$ cat config.mk
export PLATFORM = sky130hd
export DESIGN_NAME = game_round_ctrl
export DESIGN_NICKNAME = d
export VERILOG_FILES = /design/src/rtl/game_round_ctrl.sv
export SDC_FILE = /design/constraint.sdc
export NUM_CORES = 1
export LEC_CHECK = 0
export ABC_AREA = 1
export BUFFER_PORTS_ARGS = -buffer_cell sky130_fd_sc_hd__buf_2
export CELL_PAD_IN_SITES_DETAIL_PLACEMENT = 1
export CELL_PAD_IN_SITES_GLOBAL_PLACEMENT = 1
export CORE_UTILIZATION = 44
export CTS_BUF_LIST = sky130_fd_sc_hd__clkbuf_2
export DETAILED_ROUTE_END_ITERATION = 12
export PLACE_DENSITY_LB_ADDON = 0.1
export SETUP_SLACK_MARGIN = 0.5
export SLEW_MARGIN = 30
export SYNTH_ARGS = -nofsm -noshare
export SYNTH_HDL_FRONTEND = slang
export SYNTH_SLANG_ARGS = --single-unit
$ cat constraint.sdc
create_clock -name i_clk -period 2.27 [get_ports i_clk]
set_input_delay 0.1135 -clock i_clk [delete_from_list [all_inputs] [get_ports i_clk]]
set_output_delay 0.1135 -clock i_clk [all_outputs]
set_load 0.005 [all_outputs]
$ cat src/rtl/game_round_ctrl.sv
// Round sequencer for the reaction game: key edge detection, game FSM,
// per-round countdown, timeout tally and accumulated play seconds.
module game_round_ctrl #(
  parameter int TICK_DIV   = 50_000_000,
  parameter int TIME_LIMIT = 10,
  parameter int ROUNDS     = 5
) (
  input  logic        i_clk,
  input  logic        i_rst,
  input  logic        i_next,
  input  logic        i_finish_key,
  output logic [2:0]  o_state,
  output logic [3:0]  o_timeout,
  output logic [3:0]  o_timecount,
  output logic [17:0] o_sec,
  output logic [3:0]  o_round,
  output logic        o_round_start,
  output logic        o_game_over
);

  localparam int PW = (TICK_DIV > 1) ? $clog2(TICK_DIV) : 1;
  localparam logic [PW-1:0] PRESC_MAX = PW'(TICK_DIV - 1);

  typedef enum logic [2:0] {
    S_IDLE  = 3'd0,
    S_READY = 3'd1,
    S_PLAY  = 3'd2,
    S_WIN   = 3'd3,
    S_LOSE  = 3'd4,
    S_DONE  = 3'd5
  } state_t;

  state_t          r_state;
  state_t          w_state_nxt;
  logic            r_next_q;
  logic            r_fin_q;
  logic [PW-1:0]   r_presc;
  logic [3:0]      r_timecount;
  logic [3:0]      r_timeout;
  logic [17:0]     r_sec;
  logic [3:0]      r_round;
  logic            r_round_start;

  logic w_next_rise;
  logic w_fin_rise;
  logic w_tick;
  logic w_clr_game;
  logic w_start_round;
  logic w_dec;
  logic w_expire;
  logic w_round_inc;

  function automatic logic [3:0] sat_inc4(input logic [3:0] v);
    return (v == 4'hF) ? v : v + 4'd1;
  endfunction

  function automatic logic [17:0] sat_inc18(input logic [17:0] v);
    return (v == 18'h3FFFF) ? v : v + 18'd1;
  endfunction

  assign w_next_rise = i_next & ~r_next_q;
  assign w_fin_rise  = i_finish_key & ~r_fin_q;
  assign w_tick      = (r_state == S_PLAY) && (r_presc == PRESC_MAX);

  always_comb begin
    w_state_nxt   = r_state;
    w_clr_game    = 1'b0;
    w_start_round = 1'b0;
    w_dec         = 1'b0;
    w_expire      = 1'b0;
    w_round_inc   = 1'b0;
    case (r_state)
      S_IDLE: begin
        if (w_next_rise) begin
          w_state_nxt = S_READY;
          w_clr_game  = 1'b1;
        end
      end
      S_READY: begin
        if (w_next_rise) begin
          w_state_nxt   = S_PLAY;
          w_start_round = 1'b1;
        end
      end
      S_PLAY: begin
        // A finish press beats an expiring tick in the same cycle.
        if (w_fin_rise) begin
          w_state_nxt = S_WIN;
        end else if (w_tick) begin
          if (r_timecount <= 4'd1) begin
            w_state_nxt = S_LOSE;
            w_expire    = 1'b1;
          end else begin
            w_dec = 1'b1;
          end
        end
      end
      S_WIN, S_LOSE: begin
        if (w_next_rise) begin
          w_round_inc = 1'b1;
          w_state_nxt = ((r_round + 4'd1) == 4'(ROUNDS)) ? S_DONE : S_READY;
        end
      end
      S_DONE: begin
        if (w_next_rise) w_state_nxt = S_IDLE;
      end
      default: w_state_nxt = S_IDLE;
    endcase
  end

  always_ff @(posedge i_clk or posedge i_rst) begin
    if (i_rst) r_state <= S_IDLE;
    else       r_state <= w_state_nxt;
  end

  always_ff @(posedge i_clk or posedge i_rst) begin
    if (i_rst) begin
      // Key history starts high so a key held through reset yields no edge.
      r_next_q      <= 1'b1;
      r_fin_q       <= 1'b1;
      r_presc       <= '0;
      r_timecount   <= 4'd0;
      r_timeout     <= 4'd0;
      r_sec         <= 18'd0;
      r_round       <= 4'd0;
      r_round_start <= 1'b0;
    end else begin
      r_next_q      <= i_next;
      r_fin_q       <= i_finish_key;
      r_round_start <= w_start_round;

      if (w_start_round)           r_presc <= '0;
      else if (r_state == S_PLAY)  r_presc <= w_tick ? '0 : r_presc + 1'b1;

      if (w_clr_game) begin
        r_timeout <= 4'd0;
        r_sec     <= 18'd0;
        r_round   <= 4'd0;
      end

      if (w_start_round) begin
        r_timecount <= 4'(TIME_LIMIT);
      end else if (w_dec) begin
        r_timecount <= r_timecount - 4'd1;
        r_sec       <= sat_inc18(r_sec);
      end else if (w_expire) begin
        r_timecount <= 4'd0;
        r_sec       <= sat_inc18(r_sec);
        r_timeout   <= sat_inc4(r_timeout);
      end

      if (w_round_inc) r_round <= r_round + 4'd1;
    end
  end

  assign o_state       = r_state;
  assign o_timeout     = r_timeout;
  assign o_timecount   = r_timecount;
  assign o_sec         = r_sec;
  assign o_round       = r_round;
  assign o_round_start = r_round_start;
  assign o_game_over   = (r_state == S_DONE);

endmodule

==> Yosys cells after proc, flatten, opt, wreduce, memory -nomap -nowiden <==
Cells that the tools add are included.
{ "classes": {"addsub": 5, "magnitude_cmp": 1, "n_eq_ne": 16, "muxes": 39, "bitwise": 4, "n_reduce_logical": 7} }
{ "ops": {"columns": ["operator", "n"], "rows": [
  ["$mux 18", 5],
  ["$mux 26", 3],
  ["$mux 4", 10],
  ["$add 26x1->26 const B", 1],
  ["$eq 26x26->1 const B", 1],
  ["$mux 3", 8],
  ["$add 18x1->18 const B", 1],
  ["$eq 18x18->1 const B", 1],
  ["$pmux 3 s5", 1],
  ["$mux 1", 12],
  ["$add 4x1->4 const B", 2],
  ["$eq 3x2->1 const B", 2],
  ["$eq 3x3->1 const B", 2],
  ["$ne 2x2->1 const B", 3],
  ["$ne 3x3->1 const B", 2],
  ["$reduce_and 6->1", 1],
  ["$eq 4x3->1 const B", 1],
  ["$eq 4x4->1 const B", 1],
  ["$le 4x1->1 const B", 1],
  ["$ne 4x4->1 const B", 1],
  ["$reduce_bool 2->1", 2],
  ["$sub 4x1->4 const B", 1],
  ["$eq 3x1->1 const B", 1],
  ["$logic_not 3->1", 1],
  ["other kinds (6)", 8]
]} }
{ "totals": {"regBits": 62, "in_bits": 4, "output_inout_bits": 35, "wordCells": 81} }

==> Longest topological paths before layout <==
Gate-level depths: netlist (run 1).
{ "logic_depth": {"word_depth": 8, "depth_mapped": 12, "mapped_depth_nobuf": 12} }

==> Worst setup path after synthesis (run 1) <==
No wires, ideal clock.
{ "synth_timing": {"kind": "reg-to-reg", "from": "reg r_sec[0], in the netlist o_sec[0]", "to": "reg r_sec[0], in the netlist o_sec[0]", "setup_ns": 0.114, "arrival_ns": 1.521, "t_required_ns": 2.156, "setup_slack_ns": 0.635, "path_stages_with_launch": 12, "path_buffers": 1, "synth_period_minus_slack_ns": 1.635, "cell_sequence": "dfrtp_1 > ha_1 > nand2_1 > nor2_2 > nand2_1 > nor2_1 > nand2_1 > buf_2 > nand3_1 > nand2_1 > nand3_1 > inv_1"} }
{ "synth_via": {"elab_chain_cells": 5, "elab_cells_between_ends": 7, "cone_classes": "add/sub: 1; eq/ne: 1; mux: 5"} }
{ "synth_rtl": {"columns": ["element", "line", "rtl"], "rows": [
  ["start, declared", "40", "logic [17:0] r_sec;"],
  ["start signal, assigned", "145", "r_sec <= sat_inc18(r_sec);"],
  ["start signal, assigned", "148", "r_sec <= sat_inc18(r_sec);"],
  ["$add 18x1->18 / $eq 18x18->1 (equally long branches)", "58", "return (v == 18'h3FFFF) ? v : v + 18'd1;"],
  ["$mux 18", "58", null],
  ["$mux 18", "146", "end else if (w_expire) begin"],
  ["$mux 18", "143", "end else if (w_dec) begin"],
  ["$mux 18 (*)", "141", "if (w_start_round) begin"]
]} }
Every way passes the cells marked *; elsewhere a longest branch is shown, timed or not.
A chain may end at the register's enable or synchronous reset.

==> Final worst setup path (run 1) <==
{ "layout_timing": {"from": "reg r_presc[0]", "to": "reg r_presc[4]"} }
{ "layout_via": {"elab_chain_cells": 5, "elab_cells_between_ends": 6, "cone_classes": "add/sub: 1; eq/ne: 1; mux: 3; reduce/logical: 1"} }
{ "layout_rtl": {"columns": ["element", "line", "rtl"], "rows": [
  ["start, declared", "37", "logic [PW-1:0] r_presc;"],
  ["start signal, assigned", "133", "else if (r_state == S_PLAY) r_presc <= w_tick ? '0 : r_presc + 1'b1;"],
  ["parallel branches: the longest is 2 deep, another holds $add 26x1->26", null, null],
  ["$mux 26 (*) (2 in series)", "133", null],
  ["$mux 26 (*)", "132", "if (w_start_round) r_presc <= '0;"]
]} }
Every way passes the cells marked *. The select of a mux whose other input is x is not followed.

==> flow_summary_export.csv, run 1 <==
group,metric,value,unit
drt,route.detailed.drc,4,
place,port_buffers,38,
drt,vias_per_cell,5.45,
layout,area_delta_synth_final,26.8,%
logic_synthesis,netlist_top_cells_area,"dfrtp_1, nand2_1, nor2_1, inv_1, nand3_1",
floorplanning,dieArea,9530,um^2
global_route,grt_busiest_layer,"met2",
clocking,clock_latency,0.56,ns
logic_synthesis,avgSynthCellArea,6.89,um^2
global_route,grt_util_all_layers,26.9,%
logic_synthesis,yosysTopAreaCellShare,37.3,%
critical_path,cp-start-kind,"flop",
global_route,grt_max_degree,63,
logic_synthesis,ys_seq_area_share,38.6,%
drt,ant_nets,0,
layout,multi_input_area,2380,um^2
floorplanning,die_x,97.6,um
clocking,cts_buffer_depth,2,
logic_synthesis,yosysTopAreaCell,"dfrtp_1",
timing,worst_pin_slew,0.349,ns
drt,vias,4265,
timing,setup_viol,0,
floorplanning,num_io_pins,39,
global_route,use_met1,36.3,%
status,status,"complete, but fails checks",
floorplanning,initial_core_util,45.7,%
layout,drive_above_1_share,27.4,%
timing,rsz0062_at_grt,"yes",
power_and_ir_drop,ir_worst_vdd,504,uV
critical_path,crit_required,2.72,ns
layout,register_area,1570,um^2
flow_run,maxCapViolations,0,
power_and_ir_drop,leakagePower,2.47,nW
global_route,use_met2,44.8,%
logic_synthesis,syn_nets,595,
place,dpl.hpwl,8220,um
drt,routedWlPerCell,17.0,um
timing,setup_slack,0.482,ns
clocking,path_clk_slew,0.23,ns
global_route,groute.layer.met3.usage,4.53,%
layout,fin_nets,681,
timing,fmax,0.559,GHz
layout,antennaDiodeCount,0,
clocking,tritoncts,"built",
floorplanning,core-area,8810,um^2
clocking,cts-buffers-inserted,9,
floorplanning,die_h,97.6,um
place,pre_cts_ws,0.199,ns
layout,nFillCells,1136,
critical_path,path_max_fanout,11,
critical_path,rrSetupSlack,0.48,ns
clocking,clock_sinks,62,
timing,slew_headroom,76.7,%
logic_synthesis,synth_edf_count,0,
logic_synthesis,synthDistinctLibCells,37,
global_route,antenna_found_initial,0,
clocking,cts-root-buf,"clkbuf_2",
timing,fin_setup_tns,0,ns
logic_synthesis,async_flop_share,100,%
logic_synthesis,yosys_register_bits,62,
critical_path,endpoint_kind,"flop",
critical_path,path_class,"reg2reg",
logic_synthesis,yosysWarningCount,0,
global_route,grt_pass1_wl,20300,um
timing,skew,0.0297,ns
global_route,grt_overflow,0,
power_and_ir_drop,powerDensity,668,nW/um^2
drt,drt_iter0_markers,228,
status,violations,"DRC",
logic_synthesis,netlist_instances,584,
timing,drv_slew,0,
logic_synthesis,syn_area,4020,um^2
clocking,htreeDepth,3,
timing,hold_viol_final,0,
critical_path,cp.arrival,2.24,ns
place,gp_congestion,0.840,
global_route,grt_pass1_vias,4137,
drt,first_pass_iters,8,
logic_synthesis,synth_flop_cell,"dfrtp_1",
drt,routed_wl,13300,um
timing,fin_crit_sh,78.8,%
timing,fin_crit,1.79,ns
floorplanning,rows,34,
min_path,min_path_type,"in2async",
state kept, by name (all words and copies together) (netlist names):
register,flops
r_presc,26
o_round,4
r_next_q,1
o_timeout,4
o_sec,18
r_fin_q,1
o_round_start,1
o_state,3
o_timecount,4
critical path, stage by stage (launching register included):
cell	delay (ns)
dfrtp_1	0.45
ha_4	0.17
nand3_4	0.11
inv_4	0.10
nand2_2	0.06
nor2_4	0.20
nand2_2	0.09
nand2_2	0.08
nand2_4	0.08
buf_8	0.16
o21ai_1	0.09
nor2_1	0.09
kinds of logic after synthesis:
kind of cell	count (synthesis)	synth area share (%)
mux	1	0.249
xor+xnor	11	2.39
fa+ha+maj	7	2.18
buf+inv	97	9.92
flops	62	38.6
compound gates	48	6.37
simple gates	358	40.3
cells in the mapped netlist (2+ instances only):
cell and count:
nand2_1 153, inv_2 7, nor3_1 19, dfstp_2 2
inv_1 78, nand3b_1 2, xor2_1 7, buf_6 2
buf_2 6, ha_1 7, nand4_1 21, nand3_1 51
dfrtp_1 60, nand4_2 2, o21ai_1 10, xnor2_1 4
nor2_2 9, a21oi_1 16, nand3_2 2, buf_4 3
nor2_1 88, nand2_2 2, o21ai_0 17, nor3_2 3
final timing paths:
check | startpoint | end | cells past startpoint
worst max-delay path | r_presc[0]$_DFFE_PP0P_ | r_presc[4]$_DFFE_PP0P_ | 11
max in group asynchronous | i_rst | r_next_q$_DFF_PP1_ | 4
worst min register to register | r_presc[25]$_DFFE_PP0P_ | r_presc[25]$_DFFE_PP0P_ | 2
min in group i_clk | i_finish_key | r_fin_q$_DFF_PP1_ | 2
worst min-delay path | i_rst | o_sec[15]$_DFF_PP0_ | 4
worst max register to register | r_presc[0]$_DFFE_PP0P_ | r_presc[4]$_DFFE_PP0P_ | 11
routing by layer:
metal	up-vias	share of wire [%]
met2	90	49
li1	2035	-
met1	2120	45
met4	0	1.7
met3	20	3.8
met5	-	0
area by class of cell:
| class | instances | share of cell area (%) |
|---|---|---|
| multi-input combinational | 429 | 46.6 |
| sequential | 62 | 30.7 |
| timing repair buffer | 81 | 10.9 |
| inverter | 86 | 6.64 |
| tap | 108 | 2.65 |
| clock inverter | 7 | 1.47 |
| clock buffer | 9 | 0.883 |
| timing repair inverter | 1 | 0.147 |
repair_timing:
item | 4_1_cts | 5_1_grt
gates cloned | 2 | 3
endpoints found under the setup margin | 54 | 53
pin swaps | 4 | 22
endpoints found under the hold margin | 66 | 0
hold buffers | 3 | 0
setup buffers | 11 | 23
gates resized for setup | 21 | 73
cells in the final DEF, fill, tap and decap left out, types with 16 or more instances in the layout:
| cell | n |
|---|---|
| buf_2 | 38 |
| buf_4 | 34 |
| dfrtp_1 | 50 |
| inv_1 | 70 |
| nand2_1 | 144 |
| nand3_1 | 47 |
| nand4_1 | 21 |
| nor2_1 | 75 |
| nor2_4 | 17 |
| nor3_1 | 16 |
through the flow:
| stage | instance area [um^2] | hold WS [ns] | util [%] | cells | total power, mW |
|---|---|---|---|---|---|
| finish | 5100 | 0.122 | 58.0 | 783 | 3.41 |
| CTS | 4660 | 0.160 | 52.9 | 757 | 3.14 |
| floorplan | 4020 | 0.118 | - | 584 | 2.01 |
| global placement | 4330 | 0.212 | 49.2 | 725 | 2.26 |
| detailed placement | 4330 | 0.215 | 49.2 | 725 | 2.30 |
| global route | 5100 | 0.154 | 58.0 | 783 | 3.60 |
power by group:
group          leakage [nW]  internal [mW]  switching (mW)  total, mW
Sequential            0.820           1.25           0.178       1.42
Clock                0.0641          0.254           0.494      0.747
Combinational          1.59          0.487           0.749       1.24
(Power assumes the default switching activity.)
==> run 2: changes to the inputs <==
==> constraint.sdc (replaced) <==
create_clock -name i_clk -period 1.7 [get_ports i_clk]
set_input_delay 0.085 -clock i_clk [delete_from_list [all_inputs] [get_ports i_clk]]
set_output_delay 0.085 -clock i_clk [all_outputs]
set_load 0.005 [all_outputs]
==> run 2 against run 1 <==
  * The flow now stops in 5_1_grt
  * Synthesized area unchanged
  * Synthesized cell count unchanged
==> flow_summary_export.csv, run 2 <==
group,metric,value,unit
global_route,grt_util_all_layers,83.0,%
timing,crit_endpoint,"o_sec[15]$_DFF_PP0_/D",
status,haltStage,"5_1_grt",
logic_synthesis,ys_seq_area_share,38.6,%
logic_synthesis,synth_edf_count,0,
status,error_message,"[ERROR GRT-0232] Routing congestion too high. Check the congestion heatmap in the GUI.",
place,gp_congestion,0.851,
timing,worst-ep-kind,"sequential cell input",
logic_synthesis,netlist_instances,584,
place,dpl.hpwl,9830,um
place,pre_cts_ws,-0.0650,ns
clocking,cts_buffer_depth,2,
floorplanning,die_x,97.6,um
floorplanning,die_h,97.6,um
logic_synthesis,yosysTopAreaCellShare,37.3,%
clocking,cts-root-buf,"clkbuf_2",
logic_synthesis,yosysWarningCount,0,
logic_synthesis,synth_flop_cell,"dfrtp_1",
logic_synthesis,syn_nets,595,
place,port_buffers,38,
logic_synthesis,async_flop_share,100,%
clocking,htreeDepth,3,
logic_synthesis,syn_area,4020,um^2
logic_synthesis,netlist_top_cells_area,"dfrtp_1, nand2_1, nor2_1, inv_1, nand3_1",
logic_synthesis,synthDistinctLibCells,37,
floorplanning,initial_core_util,45.7,%
global_route,grt_max_degree,63,
global_route,grt_overflow,235,
floorplanning,num_io_pins,39,
logic_synthesis,avgSynthCellArea,6.89,um^2
status,status,"aborted with a tool error",
floorplanning,rows,34,
logic_synthesis,yosysMostFrequentCell,"nand2_1",
clocking,cts-buffers-inserted,9,
logic_synthesis,yosysTopAreaCell,"dfrtp_1",
logic_synthesis,synthTopCellsByCount,"nand2_1, nor2_1, inv_1, dfrtp_1, nand3_1",
clocking,clock_sinks,62,
logic_synthesis,yosys_register_bits,62,
==> run 2: cell counts after synthesis <==
Identical to the previous run, type by type.
==> run 2: repair_timing <==
item / 4_1_cts
hold endpoints to repair: 64
setup endpoints to repair: 94
gates resized for setup: 143
pin swaps: 44
setup buffers: 52
gates cloned: 1
hold buffers: 3
==> run 2: logic make-up after synthesis <==
kind of cell / after synthesis / synth area share (%)
flops: 62 / 38.6
simple gates: 358 / 40.3
xor+xnor: 11 / 2.39
mux: 1 / 0.249
buf+inv: 97 / 9.92
fa+ha+maj: 7 / 2.18
compound gates: 48 / 6.37
==> run 2: per-layer routing <==
metal,overflow,global-route usage [%]
met5,0,3.30
met4,78,93.0
met3,4,61.2
met2,151,104
met1,2,82.1
==> run 2: metrics by stage <==
stage | TNS (ns) | util (%) | cell area (um^2) | instances
after floorplan | 0 | - | 4210 | 584
after global placement | 0 | 56.8 | 5000 | 790
after detailed placement | -0.235 | 56.8 | 5000 | 790
after CTS | 0 | 69.5 | 6120 | 862
==> run 3: changes to the inputs <==
==> config.mk (replaced) <==
export PLATFORM = sky130hd
export DESIGN_NAME = game_round_ctrl
export DESIGN_NICKNAME = d
export VERILOG_FILES = /design/src/rtl/game_round_ctrl.sv
export SDC_FILE = /design/constraint.sdc
export NUM_CORES = 1
export LEC_CHECK = 0
export ABC_AREA = 1
export BUFFER_PORTS_ARGS = -buffer_cell sky130_fd_sc_hd__buf_2
export CORE_UTILIZATION = 29
export DETAILED_ROUTE_END_ITERATION = 12
export PLACE_DENSITY_LB_ADDON = 0.15
export SLEW_MARGIN = 30
export SYNTH_ARGS = -nofsm -noshare
export SYNTH_HDL_FRONTEND = slang
export SYNTH_SLANG_ARGS = --single-unit
==> run 3 against run 2 <==
  * The run now ends clean
==> flow_summary_export.csv, run 3 (same netlist as run 1, synthesis figures left out) <==
group,metric,value,unit
layout,fin_nets,717,
floorplanning,num_io_pins,39,
critical_path,path_cells,"inv_2 > nor3_4 > inv_2 > nand2_4 > nand4_2 > buf_4 > nand2_1 > inv_1 > nor3_1",
drt,ant_nets,0,
power_and_ir_drop,ir_worst_vdd,647,uV
layout,fin_util,40.7,%
layout,top_register,"r_presc",
power_and_ir_drop,p_int,3.37,mW
flow_run,maxCapViolations,0,
critical_path,cp_slowest_stage_delay,0.40,ns
layout,final_common_cell,"nand2_1",
layout,largest_reg_flops,26,
critical_path,rrSetupSlack,0.08,ns
clocking,clock_sinks,62,
drt,first_pass_iters,4,
layout,final_cell_mix,"nand2_1, buf_4, inv_1",
floorplanning,core-area,13400,um^2
drt,drt_iter0_markers,237,
clocking,cts_buffer_depth,2,
power_and_ir_drop,clock_power_share,33.1,%
timing,fin_crit,1.62,ns
timing,hold_viol_final,0,
drt,vias,4066,
power_and_ir_drop,leakagePower,2.68,nW
timing,fmax,0.617,GHz
layout,drive_above_1_share,29.3,%
critical_path,endpoint_kind,"flop",
place,gp_congestion,0.870,
global_route,grt_max_degree,30,
floorplanning,dieArea,14400,um^2
clocking,path_clk_slew,0.06,ns
power_and_ir_drop,power_frac_comb,30.6,%
power_and_ir_drop,switching_share,33.9,%
critical_path,crit_cells,9,
timing,setup_viol,0,
global_route,grt_overflow,0,
clocking,clock_latency,0.34,ns
layout,antennaDiodeCount,0,
drt,vias_per_cell,4.58,
min_path,min_path_type,"in2async",
timing,worst_pin_slew,0.368,ns
timing,hold-worst-slack,0.282,ns
floorplanning,rows,42,
layout,area_delta_synth_final,35.7,%
drt,routedWlPerCell,13.2,um
global_route,grt_pass1_vias,3830,
clocking,cts-root-buf,"clkbuf_16",
power_and_ir_drop,powerDensity,935,nW/um^2
timing,fin_crit_sh,95.3,%
critical_path,cp.arrival,1.87,ns
global_route,grt_pass1_wl,19500,um
critical_path,path_max_fanout,8,
critical_path,rr_endpoint,"r_presc[15]$_DFFE_PP0P_",
timing,rsz0062_at_grt,"yes",
timing,slew_headroom,75.4,%
critical_path,cpMostUsedCell,"inv_2",
timing,fin_setup_tns,0,ns
clocking,tritoncts,"built",
global_route,grt_util_all_layers,17.4,%
global_route,antenna_found_initial,0,
drt,routed_wl,11700,um
floorplanning,die_x,120,um
place,dpl.hpwl,8820,um
floorplanning,die_h,120,um
timing,skew,0.00756,ns
clocking,cts-buffers-inserted,9,
critical_path,crit_required,1.95,ns
critical_path,cp_slowest_cell,"dfrtp_1",
floorplanning,initial_core_util,30.0,%
status,status,"finished clean",
critical_path,r2r_cells,9,
power_and_ir_drop,power.switching,1.73,mW
power_and_ir_drop,power_frac_seq,36.2,%
drt,route.detailed.drc,0,
critical_path,path_class,"reg2reg",
critical_path,cp-start-kind,"flop",
critical_path,critPathBufInv,4,
clocking,htreeDepth,3,
critical_path,r2r_start,"o_state[1]$_DFFE_PP0P_",
timing,drv_slew,0,
critical_path,critPathTopFamily,"simple AND/OR/NAND/NOR gates",
place,port_buffers,38,
## run 3: layer usage
| layer | global-route usage (%) | vias to the layer above | wire length (um) |
|---|---|---|---|
| li1 | - | 2104 | - |
| met3 | 4.37 | 8 | 354 |
| met4 | 4.69 | 0 | 114 |
| met1 | 23.5 | 1901 | 5820 |
| met5 | 0 | - | 0 |
| met2 | 27.7 | 53 | 5390 |
## run 3: worst max-delay path by stage
stage | from | endpoint | slack (ns)
6_report | o_state[1]$_DFFE_PP0P_ | r_presc[15]$_DFFE_PP0P_ | 0.08
5_1_grt | o_state[1]$_DFFE_PP0P_ | o_sec[11]$_DFF_PP0_ | -0.05
4_1_cts | r_presc[11]$_DFFE_PP0P_ | o_sec[0]$_DFF_PP0_ | 0.03
3_5_place_dp | r_presc[10]$_DFFE_PP0P_ | o_sec[15]$_DFF_PP0_ | -0.02
3_3_place_gp | r_presc[6]$_DFFE_PP0P_ | r_presc[22]$_DFFE_PP0P_ | 0.03
2_1_floorplan | o_sec[0]$_DFF_PP0_ | o_sec[0]$_DFF_PP0_ | 0.07
## run 3: metrics by stage
step	std cells	total power, mW	area, um^2	worst slack, ns
after detailed placement	862	3.35	4930	-0.0208
after global placement	862	3.34	4930	0.0254
final	887	5.10	5460	0.0795
after floorplan	584	2.69	4020	0.0651
after CTS	881	5.08	5230	0.0253
after global routing	887	5.45	5460	-0.0528
## run 3: power by group through the flow
stage | Clock [mW] | Sequential (mW) | Combinational [mW]
2_1_floorplan | 0 | 1.88 | 0.805
3_3_place_gp | 0 | 1.86 | 1.48
3_5_place_dp | 0 | 1.86 | 1.49
4_1_cts | 1.74 | 1.84 | 1.50
5_1_grt | 1.80 | 1.88 | 1.78
6_report | 1.69 | 1.85 | 1.56
## run 3: repair_timing
action,in CTS,in global routing
resized for setup,1,60
setup buffers,0,5
hold endpoints to repair,12,0
pin swaps,0,17
endpoints found under the setup margin,1,52
hold buffers,3,0
gates cloned,0,1
## run 3: worst register-to-register path: cells and delay by family, from the launching register on
kind | cells | cell delay, ns
buffers and inverters | 4 | 0.37
flip-flops | 1 | 0.40
AND/OR/NAND/NOR | 5 | 0.76
## run 3: final cells by class
type                       instances  area, um^2
clock inverter                     1        5.00
clock buffer                      15         258
sequential                        62        1560
inverter                          86         325
fill                            1409        7940
timing repair buffer             122         857
multi-input combinational        425        2240
tap                              176         220
